<file path="src/rtl/integer_vector_pkg.sv">
// Purpose: shared types and helpers for the integer vector stream source.
// Latency: n/a (types and constant functions only).
// Backpressure: n/a.
package integer_vector_pkg;

    // Sequencer states: wait for start, emit beats, one-cycle completion pulse.
    typedef enum logic [1:0] {
        ST_IDLE   = 2'd0,
        ST_STREAM = 2'd1,
        ST_DONE   = 2'd2
    } stream_state_t;

    // Number of beats needed to emit a WIDTH-element vector MULTS lanes at a time.
    function automatic int calc_beats(input int width, input int mults);
        return width / mults;
    endfunction

endpackage

</file>
<file path="src/rtl/integer_vector_stream_source_vector_bank.sv">
// Purpose: WIDTH x BITS element store with one write port and a MULTS-lane read.
// Latency: write lands on the next rising edge; read is combinational from rd_beat.
// Backpressure: none; caller qualifies wr_en.
//
// Ports: clk; wr_en/wr_addr/wr_data write one element; rd_beat selects
// the beat and rd_data[g] returns element rd_beat*MULTS+g.
// Storage is deliberately not reset so contents survive a reset.
module vector_bank
    import integer_vector_pkg::*;
#(
    parameter int BITS  = 16,
    parameter int WIDTH = 30,
    parameter int MULTS = 3,
    parameter int AW    = (WIDTH > 1) ? $clog2(WIDTH) : 1,
    parameter int BW    = 1
) (
    input  logic                       clk,
    input  logic                       wr_en,
    input  logic [AW-1:0]              wr_addr,
    input  logic [BITS-1:0]            wr_data,
    input  logic [BW-1:0]              rd_beat,
    output logic [MULTS-1:0][BITS-1:0] rd_data
);

    logic [BITS-1:0] mem [WIDTH];

    always_ff @(posedge clk) begin
        if (wr_en) begin
            mem[wr_addr] <= wr_data;
        end
    end

    always_comb begin
        logic [AW-1:0] idx;
        rd_data = '0;
        idx     = '0;
        for (int g = 0; g < MULTS; g++) begin
            idx        = AW'(int'(rd_beat) * MULTS + g);
            rd_data[g] = mem[idx];
        end
    end

endmodule

</file>
<file path="src/rtl/integer_vector_stream_source.sv">
// Purpose: holds vectors A and B and streams them MULTS lanes per beat on start.
// Latency: first beat one cycle after start is sampled; done one cycle after last beat.
// Backpressure: none by default; with INTEGER_VECTOR_STREAM_STALL_EN, stall holds the beat.
//
// Ports: clk, rstn (async active-low); wr_en/wr_sel/wr_addr/wr_data load
// bank A (wr_sel=0) or B (wr_sel=1); start launches one stream; busy, out_valid,
// vector_a/vector_b lanes and done describe the stream.
// Optional build macro: INTEGER_VECTOR_STREAM_STALL_EN adds the stall input.
module integer_vector_stream_source
    import integer_vector_pkg::*;
#(
    parameter int BITS  = 16,
    parameter int WIDTH = 30,
    parameter int MULTS = 3
) (
    input  logic                         clk,
    input  logic                         rstn,
    input  logic                         wr_en,
    input  logic                         wr_sel,
    input  logic [$clog2(WIDTH)-1:0]     wr_addr,
    input  logic [BITS-1:0]              wr_data,
    input  logic                         start,
`ifdef INTEGER_VECTOR_STREAM_STALL_EN
    input  logic                         stall,
`endif
    output logic                         busy,
    output logic                         out_valid,
    output logic [MULTS-1:0][BITS-1:0]   vector_a,
    output logic [MULTS-1:0][BITS-1:0]   vector_b,
    output logic                         done
);

    localparam int BEATS = calc_beats(WIDTH, MULTS);
    localparam int AW    = $clog2(WIDTH);
    localparam int BW    = (BEATS > 1) ? $clog2(BEATS) : 1;

    if ((WIDTH % MULTS) != 0) begin : g_bad_cfg
        $error("integer_vector_stream_source: WIDTH must be a multiple of MULTS");
    end

    stream_state_t state_q, state_d;
    logic [BW-1:0] beat_q, beat_d;
    logic          stall_act;
    logic          wr_ok;
    logic [MULTS-1:0][BITS-1:0] rd_a, rd_b;

`ifdef INTEGER_VECTOR_STREAM_STALL_EN
    assign stall_act = stall;
`else
    assign stall_act = 1'b0;
`endif

    // Banks are writable whenever no stream is reading them; out-of-range
    // addresses are dropped so a bad index can never alias a real element.
    assign wr_ok = wr_en && (state_q != ST_STREAM) && (32'(wr_addr) < WIDTH);

    vector_bank #(.BITS(BITS), .WIDTH(WIDTH), .MULTS(MULTS), .AW(AW), .BW(BW)) u_bank_a (
        .clk     (clk),
        .wr_en   (wr_ok && !wr_sel),
        .wr_addr (wr_addr),
        .wr_data (wr_data),
        .rd_beat (beat_q),
        .rd_data (rd_a)
    );

    vector_bank #(.BITS(BITS), .WIDTH(WIDTH), .MULTS(MULTS), .AW(AW), .BW(BW)) u_bank_b (
        .clk     (clk),
        .wr_en   (wr_ok && wr_sel),
        .wr_addr (wr_addr),
        .wr_data (wr_data),
        .rd_beat (beat_q),
        .rd_data (rd_b)
    );

    always_ff @(posedge clk or negedge rstn) begin
        if (!rstn) begin
            state_q <= ST_IDLE;
            beat_q  <= '0;
        end else begin
            state_q <= state_d;
            beat_q  <= beat_d;
        end
    end

    always_comb begin
        state_d = state_q;
        beat_d  = beat_q;
        unique case (state_q)
            ST_IDLE: begin
                if (start) begin
                    state_d = ST_STREAM;
                    beat_d  = '0;
                end
            end
            ST_STREAM: begin
                if (!stall_act) begin
                    if (beat_q == BW'(BEATS - 1)) begin
                        state_d = ST_DONE;
                        beat_d  = '0;
                    end else begin
                        beat_d = beat_q + 1'b1;
                    end
                end
            end
            ST_DONE: begin
                // start here is intentionally not queued.
                state_d = ST_IDLE;
            end
            default: begin
                state_d = ST_IDLE;
                beat_d  = '0;
            end
        endcase
    end

    // Outputs decode straight from state so reset clears them immediately.
    assign busy      = (state_q == ST_STREAM);
    assign out_valid = busy && !stall_act;
    assign done      = (state_q == ST_DONE);
    assign vector_a  = out_valid ? rd_a : '0;
    assign vector_b  = out_valid ? rd_b : '0;

endmodule

</file>
<file path="config.mk">
export PLATFORM = sky130hd
export DESIGN_NAME = integer_vector_stream_source
export DESIGN_NICKNAME = d
export VERILOG_FILES = /design/src/rtl/integer_vector_pkg.sv /design/src/rtl/integer_vector_stream_source_vector_bank.sv /design/src/rtl/integer_vector_stream_source.sv
export SDC_FILE = /design/constraint.sdc
export NUM_CORES = 2
export LEC_CHECK = 0
export ABC_AREA = 1
export BUFFER_PORTS_ARGS = -buffer_cell sky130_fd_sc_hd__buf_2
export CORE_UTILIZATION = 60
export DETAILED_ROUTE_END_ITERATION = 10
export GPL_ROUTABILITY_DRIVEN = 0
export HOLD_SLACK_MARGIN = 0.08
export PLACE_DENSITY = 0.87
export SETUP_SLACK_MARGIN = 0.15
export SYNTH_ARGS = -nofsm -noshare
export SYNTH_HDL_FRONTEND = slang
export SYNTH_HIERARCHICAL = 1
export SYNTH_SLANG_ARGS = --single-unit
</file>
<file path="constraint.sdc">
create_clock -name clk -period 3.9 [get_ports clk]
set_input_delay 0.585 -clock clk [delete_from_list [all_inputs] [get_ports clk]]
set_output_delay 0.585 -clock clk [all_outputs]
set_load 0.02 [all_outputs]
</file>
==> results by group, run 1 <==
Outcome
  • Halt Reason: [ERROR GRT-0232] Routing congestion too high. Check the congestion heatmap in the GUI.
  • Stop stage: 5_1_grt
  • Outcome: stopped before the end

Placed design
  • Dpl ws: -8.302 ps
  • Placed cell count: 8401
  • Hpwl dp: 117.1 mm
  • Input/output buffers: 124

Floorplan
  • Die Wd: 308.0 um
  • Initial Util: 60.92%
  • Row cnt: 111
  • Die Span Y: 308.0 um
  • IO Count: 125

Logic synthesis
  • Largest family of logic cells by synthesized area: simple AND/OR/NAND/NOR gates
  • Number of synthesized register bits: 966
  • Mean area per synthesized cell: 7.657 um^2
  • Sequential area share after synthesis: 51.58%
  • Syn_nets: 7376
  • Synth warn: 6
  • Mux contribution to synthesized area: 0%
  • XOR/XNOR share of the synthesized area: 0.07796%
  • Syn Inst Count: 7336
  • Yosys cell types: 27
  • Simple-gate portion of the synthesized area: 42.02%
  • Compound-Gate Fraction of Synth Area: 0.6994%
  • Adder-Cell Fraction of Synth Area: 0.3386%
  • Synth Cell Area: 0.05618 mm^2

Clocking
  • H-tree levels: 3
  • TritonCTS Buffers: 96
  • Clk sinks: 966
  • Clk buf depth: 3
  • Cell chosen for the clock root: clkbuf_16

Global route
  • Gr usage total: 79.62%
  • Global route total overflow: 278
  • Largest net degree at the start of global routing: 164
  • Initial antenna violation count: 29

STA
  • WEP type: primary output
  • Worst EP post-GRT repair: vector_b[18]
==> Yosys cell counts <==
| cell | instances | share of area [%] |
|---|---|---|
| or2_2 | 20 | 0.22 |
| edfxtp_1 | 960 | 51 |
| nor2_4 | 11 | 0.22 |
| dfrtp_1 | 6 | 0.27 |
| nand2_1 | 3396 | 23 |
| o211ai_1 | 4 | 0.053 |
| a21oi_1 | 1 | 0.0089 |
| nand3_1 | 1873 | 17 |
| nand3b_1 | 1 | 0.013 |
| xnor2_1 | 3 | 0.047 |
| buf_6 | 3 | 0.060 |
| xor2_1 | 2 | 0.031 |
| buf_4 | 25 | 0.33 |
| ha_1 | 12 | 0.27 |
| a21oi_2 | 2 | 0.031 |
| nand2_2 | 4 | 0.045 |
| nor2_2 | 10 | 0.11 |
| nor3_1 | 2 | 0.018 |
| nor2_1 | 244 | 1.6 |
| o21ai_0 | 68 | 0.61 |
| inv_1 | 166 | 1.1 |
| buf_1 | 60 | 0.40 |
| nand4_1 | 34 | 0.38 |
| inv_2 | 10 | 0.067 |
| fa_1 | 2 | 0.071 |
| buf_2 | 235 | 2.1 |
| clkbuf_1 | 182 | 1.2 |
==> metrics by stage <==
| step | cell area (um^2) | utilization (%) | TNS (ps) |
|---|---|---|---|
| after floorplan | 56180 | - | 0 |
| after global placement | 58530 | 63.47 | 0 |
| after detailed placement | 58530 | 63.47 | -13.82 |
| after CTS | 66550 | 72.17 | -33420 |
==> logic make-up after synthesis <==
group                    Yosys count
AND/OR/NAND/NOR                 5595
XOR/XNOR                           5
AO/OA/AOI/OAI                     75
buffers and inverters            681
flip-flops                       966
adder cells (fa/ha/maj)           14
==> routing by layer <==
metal | GRT overflow | GRT usage [%]
met5 | 3 | 67.34
met4 | 99 | 71.10
met3 | 38 | 77.68
met2 | 105 | 89.68
met1 | 33 | 76.53
==> what timing repair did <==
action / in CTS
pin swaps: 182
hold endpoints to repair: 6
gates cloned: 53
hold buffers: 1
setup buffers: 89
resized for setup: 730
setup endpoints to repair: 96
==> inputs of run 2 (changes only) <==
- CORE_UTILIZATION: 60 -> 40
- HOLD_SLACK_MARGIN: 0.08 -> default
- PLACE_DENSITY: 0.87 -> default
- PLACE_DENSITY_LB_ADDON: default -> 0.15
- SETUP_SLACK_MARGIN: 0.15 -> default
==> run 2 against run 1 <==
The flow now finishes, with violations (setup timing). Synthesized area did not move. Synthesized cell count did not move.
==> results by group, run 2 <==
Outcome
  • Outcome: finished, violations left
  • Failing checks: setup timing

STA
  • Setup slack after layout: -606.5 ps
  • Max-slew violation count: 0
  • RSZ-0062 raised after global routing: true
  • Final worst path period share: 115.6%
  • Worst Skew: 41.88 ps
  • Post-route minimum period: 4506 ps
  • Hold slack: 99.80 ps
  • Final hold violations: 0
  • Peak Freq: 221.9 MHz
  • Slew @ Worst Pin: 1281 ps
  • Max transition margin: 14.59%
  • Count of final setup violators: 96

Placed design
  • Input/output buffers: 124 (unchanged)
  • Hpwl dp: 130.9 mm (+12%)
  • Placed cell count: 9099 (+8.3%)

Layout
  • Top Registers: u_bank_a/mem x480, u_bank_b/mem x480, beat_q x4
  • Layout Nets: 7536
  • Commonest non-fill, non-tap cell in the layout: nand2_1
  • P&R area growth vs syn: 27.06%
  • Final cell count without fillers: 9458
  • Fraction of layout cells with a size suffix above 1: 21.73%
  • Most frequent cells in the layout: nand2_1 (3076), nand3_1 (1477), edfxtp_1 (960)

Logic synthesis
  • Syn_nets: 7376 (unchanged)
  • Sequential area share after synthesis: 51.58% (unchanged)
  • Ranking of synthesized cells by area: edfxtp_1 (51%), nand2_1 (23%), nand3_1 (17%)
  • Synth warn: 6 (unchanged)
  • Yosys cell types: 27 (unchanged)
  • Synth top area share: 51.32% (unchanged)
  • Mean area per synthesized cell: 7.657 um^2 (unchanged)
  • Syn Inst Count: 7336 (unchanged)
  • Post-synth EDFFs: 960 (unchanged)
  • Synth Cell Area: 0.05618 mm^2 (unchanged)
  • Number of synthesized register bits: 966 (unchanged)
  • Most frequent cell after synthesis: nand2_1
  • Synth cell count leaders: nand2_1 (3396), nand3_1 (1873), edfxtp_1 (960)
  • Asr flop ratio synth: 0.6211% (unchanged)
  • Top FF cell, synth: edfxtp_1
  • Dominant cell type by area after synthesis: edfxtp_1

Job
  • Max Cap Viol: 0

Floorplan
  • Die area: 0.1419 mm^2
  • IO Count: 125 (unchanged)
  • Die Wd: 376.8 um (+22%)
  • Initial Util: 40.31% (-21 points)
  • Core area: 0.1394 mm^2
  • Die Span Y: 376.8 um (+22%)
  • Row cnt: 137 (+23%)

Clocking
  • Cell chosen for the clock root: clkbuf_16
  • Clk buf depth: 3 (unchanged)
  • Clk sinks: 966 (unchanged)
  • TritonCTS Buffers: 110 (+15%)
  • H-tree levels: 3 (unchanged)
  • CTS tree: yes
  • Clock Latency Late Sink: 750 ps
  • Clk slew on worst S/H paths: 60 ps

Global route
  • Initial antenna violation count: 5
  • Vias in the first global route: 48820
  • Global route total overflow: 0
  • Gr usage total: 30.21%
  • Largest net degree at the start of global routing: 233
  • First-pass GRT wire length: 319.3 mm

Route
  • Drt first pass iters: 8
  • Avg WL per Cell: 23.77 um
  • DR DRC count: 0
  • Antenna Nets Post-Route: 0
  • Routed wire length: 224.8 mm
  • DRT iter0 DRCs: 7667
  • Via density: 5.808
  • Via count: 54930

Worst setup path
  • Worst endpoint data arrival time: 3920 ps
  • CP Launch Type: register
  • Worst endpoint required time: 3310 ps
  • Element type at the critical path end: primary output
  • Crit Path Max Fanout: 7
  • WS Path Type: reg -> out

Min path
  • Hold WC Path Type: in -> reg
==> run 2: cell counts after synthesis <==
Identical to the previous run, type by type.
==> run 2: critical path: stages, from the launching register on <==
cell	delay, ps
dfrtp_4	510
ha_4	180
fa_4	880
buf_12	150
xnor2_4	200
buf_6	210
buf_12	160
nand3_2	170
nand3_1	140
nand2_1	90
nand2_1	80
nand2_2	70
inv_2	70
nor2_1	50
buf_4	190
==> run 2: area by class of cell <==
class / instances / area (um^2)
tap: 1876 / 2347
clock buffer: 128 / 2863
fill: 12760 / 67980
timing repair buffer: 553 / 7094
inverter: 176 / 775.7
multi-input combinational: 5689 / 28660
antenna: 3 / 7.507
sequential: 966 / 28980
clock inverter: 67 / 645.6
==> run 2: cell families (layout without fill, tap and decap cells) <==
family,after synthesis,after routing,share of synthesized area [%]
compound gates,75,75,0.6994
xor+xnor,5,5,0.07797
fa+ha+maj,14,14,0.3385
flops,966,966,51.58
buf+inv,681,924,5.281
simple gates,5595,5595,42.02
other cells,0,3,0
==> run 2: per-stage QoR <==
| stage | area (um^2) | utilization, % | worst slack [ps] | setup TNS (ps) |
|---|---|---|---|---|
| final | 71380 | 51.22 | -606.5 | -46590 |
| after global routing | 71370 | 51.21 | -646.3 | -52800 |
| after CTS | 68120 | 48.88 | -581.0 | -43170 |
| after detailed placement | 60020 | 43.07 | -105.8 | -129.4 |
| after global placement | 60020 | 43.07 | -107.3 | -176.6 |
| after floorplan | 56180 | - | 220.1 | 0 |
==> run 2: final timing paths <==
check	startpoint	end	slack [ps]	cells past startpoint
setup / recovery	beat_q[0]$_DFFE_PN0P_	vector_a[22]	-610	14
hold / removal	start	state_q[0]$_DFFE_PN0P_	100	3
setup reg to reg	state_q[0]$_DFFE_PN0P_	u_bank_a/mem[24][2]$_DFFE_PP_	1010	8
hold reg to reg	state_q[0]$_DFFE_PN0P_	state_q[0]$_DFFE_PN0P_	590	3
max in group asynchronous	rstn	beat_q[1]$_DFFE_PN0P_	3380	2
min in group asynchronous	rstn	beat_q[2]$_DFFE_PN0P_	250	2
==> run 2: per-layer routing <==
metal / up-vias / GRT usage, % / share of wire, %
met5: - / 0 / 0.019
met4: 6 / 10.90 / 3.2
met3: 380 / 5.634 / 12
met2: 3250 / 44.12 / 43
met1: 26390 / 44.33 / 42
li1: 24910 / - / -
==> run 2: timing repair <==
action,in CTS,in global routing
pin swaps,144,251
buffers inserted,83,40
gates resized for setup,744,654
hold buffers,1,0
gates cloned,38,18
endpoints found under the setup margin,96,96
hold endpoints to repair,6,0
Power of run 2 is left out: the tool's default activity adds up to more than one toggle a clock period on the data nets, which glitch-free logic cannot reach.
